**src/rtl/store_buffer.sv**
```systemverilog
// Committed-store FIFO between execute and the data-memory write port.
// Drains in order under mem_ready, forwards the youngest matching store to loads, coalesces same-word stores.
module store_buffer #(
   parameter int unsigned ADDR_W = 16,
   parameter int unsigned DATA_W = 16,
   parameter int unsigned DEPTH  = 4
) (
   input  logic                     clk,
   input  logic                     rst,
   input  logic                     st_valid,
   input  logic [ADDR_W-1:0]        st_addr,
   input  logic [DATA_W-1:0]        st_data,
   output logic                     st_ready,
   input  logic                     ld_valid,
   input  logic [ADDR_W-1:0]        ld_addr,
   output logic                     ld_hit,
   output logic [DATA_W-1:0]        ld_data,
   output logic                     mem_wen,
   output logic [ADDR_W-2:0]        mem_waddr,
   output logic [DATA_W-1:0]        mem_wdata,
   input  logic                     mem_ready,
   output logic [$clog2(DEPTH):0]   count,
   output logic                     empty,
   output logic                     overflow
);

   localparam int unsigned PTR_W = $clog2(DEPTH);
   localparam int unsigned CNT_W = PTR_W + 1;
   localparam int unsigned WA_W  = ADDR_W - 1;

   logic [WA_W-1:0]   word_q [DEPTH];
   logic [DATA_W-1:0] data_q [DEPTH];
   logic [PTR_W-1:0]  head_q;
   logic [PTR_W-1:0]  tail_q;
   logic [PTR_W-1:0]  young_idx;
   logic [CNT_W-1:0]  count_q;
   logic              ovf_q;

   logic [WA_W-1:0]   st_word;
   logic [WA_W-1:0]   ld_word;
   logic              pop;
   logic              coal;
   logic              push;
   logic              full;
   logic              unused_addr_lsb;

   // Byte-offset bit is irrelevant: everything works on word addresses.
   assign st_word         = st_addr[ADDR_W-1:1];
   assign ld_word         = ld_addr[ADDR_W-1:1];
   assign unused_addr_lsb = st_addr[0] ^ ld_addr[0];

   assign young_idx = tail_q - PTR_W'(1);
   assign full      = (count_q == CNT_W'(DEPTH));

   assign mem_wen   = (count_q != '0);
   assign mem_waddr = word_q[head_q];
   assign mem_wdata = data_q[head_q];
   assign pop       = mem_wen & mem_ready;

   // A lone entry leaving this cycle can no longer absorb a store; it becomes a fresh push.
   assign coal     = st_valid & (count_q != '0) & (st_word == word_q[young_idx])
                     & ~((count_q == CNT_W'(1)) & pop);
   assign st_ready = ~full | coal;
   assign push     = st_valid & st_ready & ~coal;

   assign count    = count_q;
   assign empty    = (count_q == '0);
   assign overflow = ovf_q;

   // Scan oldest to youngest so the last match (nearest tail) wins.
   always_comb begin
      ld_hit  = 1'b0;
      ld_data = '0;
      for (int unsigned i = 0; i < DEPTH; i++) begin
         if (ld_valid && (CNT_W'(i) < count_q)
             && (word_q[PTR_W'(head_q + PTR_W'(i))] == ld_word)) begin
            ld_hit  = 1'b1;
            ld_data = data_q[PTR_W'(head_q + PTR_W'(i))];
         end
      end
   end

   always_ff @(posedge clk or posedge rst) begin
      if (rst) begin
         head_q  <= '0;
         tail_q  <= '0;
         count_q <= '0;
         ovf_q   <= 1'b0;
      end else begin
         if (push) tail_q <= tail_q + PTR_W'(1);
         if (pop)  head_q <= head_q + PTR_W'(1);
         count_q <= count_q + CNT_W'(push) - CNT_W'(pop);
         if (st_valid && !st_ready) ovf_q <= 1'b1;
      end
   end

   // Payload storage carries no reset; occupancy alone qualifies it.
   always_ff @(posedge clk) begin
      if (push) begin
         word_q[tail_q] <= st_word;
         data_q[tail_q] <= st_data;
      end else if (coal) begin
         data_q[young_idx] <= st_data;
      end
   end

endmodule

```
**config.mk**
```make
export PLATFORM = sky130hd
export DESIGN_NAME = store_buffer
export DESIGN_NICKNAME = d
export VERILOG_FILES = /design/src/rtl/store_buffer.sv
export SDC_FILE = /design/constraint.sdc
export NUM_CORES = 1
export LEC_CHECK = 0
export CORE_MARGIN = 2
export CORE_UTILIZATION = 44
export CTS_CLUSTER_DIAMETER = 60
export DETAILED_ROUTE_END_ITERATION = 16
export PLACE_DENSITY = 0.64
export REMOVE_ABC_BUFFERS = 1
export SKIP_LAST_GASP = 1
export SYNTH_ARGS = -nofsm -noshare
export SYNTH_HDL_FRONTEND = slang
export SYNTH_SLANG_ARGS = --single-unit
export TNS_END_PERCENT = 50
```
**constraint.sdc**
```tcl
create_clock -name clk -period 12.2 [get_ports clk]
set_input_delay 2.44 -clock clk [delete_from_list [all_inputs] [get_ports clk]]
set_output_delay 2.44 -clock clk [all_outputs]
set_load 0.1 [all_outputs]
```
==> flow_metrics.env <==
export IMPL_outcome="completed"
export IMPL_postSynthRegisterBits=132
export IMPL_clk_pin_slew_ns=0.06
export IMPL_setup_repair_after_global_routing_missed_its_margin="false"
export IMPL_timing_hold_worst_class="flip-flop to flip-flop"
export IMPL_total_global_route_track_usage=0.231
export IMPL_antenna_found_initial=0
export IMPL_netlist_top_cell_by_area="sky130_fd_sc_hd__edfxtp_1"
export IMPL_min_to="overflow$_DFFE_PP0P_"
export IMPL_max_slew_margin=0.301
export IMPL_p_leak_nw=3.82
export IMPL_maxCapViolations=0
export IMPL_fp_dieH_um=148
export IMPL_synth_warnings=0
export IMPL_max_freq_mhz=108
export IMPL_reg2reg_setup_slack_ns=7.18
export IMPL_share_of_the_synthesized_area_in_the_top_cell_type=0.406
export IMPL_worstReg2RegEnd="data_q[1][4]$_DFFE_PP_"
export IMPL_gr_total_overflow=0
export IMPL_fraction_of_layout_cells_with_a_size_suffix_above_1=0.122
export IMPL_finalWeightedCongestion=0.925
export IMPL_cts_path_max_buffers=2
export IMPL_fp_row_count=52
export IMPL_end_kind="primary output"
export IMPL_path_max_fanout=19
export IMPL_measured_slew_at_the_worst_slew_check_pin_ns=1.05
export IMPL_hp_start="overflow$_DFFE_PP0P_"
export IMPL_syn_area_um2=9180
export IMPL_timing_setup_tns_ns=0
export IMPL_mostFrequentLayoutCells="sky130_fd_sc_hd__edfxtp_1, sky130_fd_sc_hd__clkdlybuf4s50_1, sky130_fd_sc_hd__mux2i_1, sky130_fd_sc_hd__nor2_1, sky130_fd_sc_hd__xnor2_1"
export IMPL_post_route_min_period_ns=9.24
export IMPL_maximum_number_of_pins_on_one_net_before_global_route_repair=73
export IMPL_final_antenna_net_count=0
export IMPL_via_count_of_the_first_global_routing_pass=6946
export IMPL_effective_utilization_at_floorplan=0.451
export IMPL_syn_instance_count=752
export IMPL_timing_hold_ws_ns=0.458
export IMPL_timing_final_ws_setup_ns=2.96
export IMPL_wl_per_cell_um=22.9
export IMPL_detail_route_drc_violations=0
export IMPL_synthTopCellsByArea="sky130_fd_sc_hd__edfxtp_1, sky130_fd_sc_hd__mux2i_1, sky130_fd_sc_hd__mux4_2"
export IMPL_timing_rr_start="tail_q[0]$_DFFE_PP0N_"
export IMPL_syn_mean_instance_area_um2=12.2
export IMPL_design_die_area_um2=22000
export IMPL_critPathKind="primary input to primary output"
export IMPL_mostFrequentLayoutCell="sky130_fd_sc_hd__edfxtp_1"
export IMPL_finalClockSkew_ns=0.00922
export IMPL_post_cts_setup_buffers=0
export IMPL_clock_latency_ns=0.44
export IMPL_number_of_max_slew_violations_in_the_final_report=0
export IMPL_finalCritPeriodShare=0.757
export IMPL_cp_arrival_ns=6.80
export IMPL_place_port_buffers=105
export IMPL_dominantRegCellSynth="sky130_fd_sc_hd__edfxtp_1"
export IMPL_peakVddDrop_mv=0.170
export IMPL_report_final_setup_viol=0
export IMPL_yosysUniqueCellTypes=84
export IMPL_diodes=0
export IMPL_post_dp_hpwl_mm=17.3
export IMPL_die_w_um=148
export IMPL_crit_required_ns=9.76
export IMPL_drt_iter0_markers=469
export IMPL_setup_worst_path_start_class="primary input"
export IMPL_vias_per_cell=6.12
export IMPL_cts_sinks=132
export IMPL_core_area_um2=20400
export IMPL_drt_first_pass_iters=5
export IMPL_post_cts_resize_count=0
export IMPL_post_cts_hold_buffer_count=0
export IMPL_number_of_synthesized_flops_with_an_enable_pin=124
export IMPL_detailroute_via_count=6755
export IMPL_ctsRootBufferMaster="sky130_fd_sc_hd__clkbuf_16"
export IMPL_synthArstFlopShare=0.0606
export IMPL_holdPathStages=1
export IMPL_detailedPlace_worstSlack_ns=2.99
export IMPL_worst_reg2reg_path_depth=10
export IMPL_areaGrowthSynthToFinish_pct=18.1
export IMPL_grt_first_pass_wirelength_mm=38.5
export IMPL_cts_tree="built"
export IMPL_timing_final_hold_violations=0
export IMPL_power_per_cell_area_nw_per_um2=293
export IMPL_routed_wirelength_mm=25.2
export IMPL_io_pins=108
export IMPL_htreeDepth=4
export IMPL_number_of_buffers_inserted_during_clock_tree_synthesis=17
export IMPL_final_nets=883
export IMPL_synth_sequential_area_ratio=0.427
==> synthesized netlist by cell type, types with 8 or more instances <==
cell type and number:
sky130_fd_sc_hd__buf_2 15, sky130_fd_sc_hd__o32a_1 14, sky130_fd_sc_hd__edfxtp_1 124, sky130_fd_sc_hd__xnor2_1 49, sky130_fd_sc_hd__a211oi_1 29, sky130_fd_sc_hd__nand2_1 19
sky130_fd_sc_hd__mux4_1 11, sky130_fd_sc_hd__inv_1 13, sky130_fd_sc_hd__xor2_1 23, sky130_fd_sc_hd__a21oi_1 21, sky130_fd_sc_hd__buf_1 8, sky130_fd_sc_hd__and2_1 20
sky130_fd_sc_hd__nor3_1 8, sky130_fd_sc_hd__a311oi_1 14, sky130_fd_sc_hd__nor2b_1 22, sky130_fd_sc_hd__nand4_1 8, sky130_fd_sc_hd__nor2_1 51, sky130_fd_sc_hd__mux4_2 22
sky130_fd_sc_hd__mux2i_1 101, sky130_fd_sc_hd__ha_1 8, sky130_fd_sc_hd__dfrtp_1 8, sky130_fd_sc_hd__mux2_2 23, sky130_fd_sc_hd__o21ai_0 9, sky130_fd_sc_hd__buf_6 8
sky130_fd_sc_hd__clkbuf_1 25
==> metal layers <==
| layer | wire, um | GRT usage | up-vias | share of wire |
|---|---|---|---|---|
| met4 | 501 | 0.0786 | 0 | 0.020 |
| met1 | 10800 | 0.294 | 3366 | 0.43 |
| met5 | 0 | 0 | - | 0 |
| met2 | 12600 | 0.398 | 256 | 0.50 |
| met3 | 1410 | 0.0439 | 39 | 0.056 |
| li1 | - | - | 3094 | - |
==> sequential cells by signal, summed over array words and instances (netlist names) <==
signal,count
count,3
data_q,64
head_q,2
overflow,1
tail_q,2
word_q,60
==> area by class of cell <==
cell class | instances | area [um2]
multi-input cells | 544 | 4860
clock inverters | 15 | 136
flip-flops and latches | 132 | 3930
well taps | 270 | 338
clock buffers | 17 | 425
fillers | 1734 | 9520
repair buffers | 112 | 1100
inverters | 14 | 52.6
==> worst max path at each step <==
stage / from / end / slack (ns) / cells past startpoint
final: ld_addr[11] / ld_data[7] / 2.96 / 9
after global routing: ld_addr[11] / ld_data[3] / 2.81 / 9
after CTS: ld_addr[11] / ld_data[7] / 2.97 / 9
after detailed placement: ld_addr[11] / ld_data[7] / 2.99 / 9
after global placement: ld_addr[15] / ld_data[10] / 3.03 / 9
after floorplan: head_q[1]$_DFFE_PP0P_ / ld_data[2] / 0.98 / 8
==> critical path: stages <==
cell and delay (ns):
sky130_fd_sc_hd__clkdlybuf4s50_1 0.55, sky130_fd_sc_hd__xnor2_1 0.35, sky130_fd_sc_hd__nand4_1 0.19, sky130_fd_sc_hd__nor4_2 0.43
sky130_fd_sc_hd__nand4b_2 0.72, sky130_fd_sc_hd__nand2b_2 0.69, sky130_fd_sc_hd__nor2b_1 0.10, sky130_fd_sc_hd__o32a_1 0.32
sky130_fd_sc_hd__clkdlybuf4s50_1 0.99
==> where the power goes <==
| group | leakage [nW] | switching (mW) | total (mW) | internal, mW |
|---|---|---|---|---|
| Combinational | 2.32 | 1.31 | 1.98 | 0.664 |
| Sequential | 1.23 | 0.108 | 0.715 | 0.607 |
| Clock | 0.270 | 0.221 | 0.489 | 0.268 |
| Total | 3.82 | 1.64 | 3.18 | 1.54 |
==> stage by stage <==
| step | utilization | area, um2 | std cells | total power, mW |
|---|---|---|---|---|
| 3_3_place_gp | 0.505 | 10300 | 1072 | 2.66 |
| 2_1_floorplan | - | 8830 | 690 | 2.28 |
| 6_report | 0.532 | 10800 | 1104 | 3.18 |
| 4_1_cts | 0.532 | 10800 | 1104 | 3.18 |
| 3_5_place_dp | 0.505 | 10300 | 1072 | 2.69 |
| 5_1_grt | 0.532 | 10800 | 1104 | 3.32 |
==> cells by family (layout without fill, tap and decap cells) <==
family                     count (synthesis)  count (layout)  synth area share
AOI/OAI and AO/OA                        142             142             0.120
buffers and inverters                     76             158            0.0443
DFF                                      132             132             0.427
adders and majority gates                  9               9            0.0131
and+or+nand+nor                          161             161            0.0976
xor gates and xnor gates                  72              72            0.0687
muxes                                    160             160             0.229
Power figures use the tool's default switching activity.
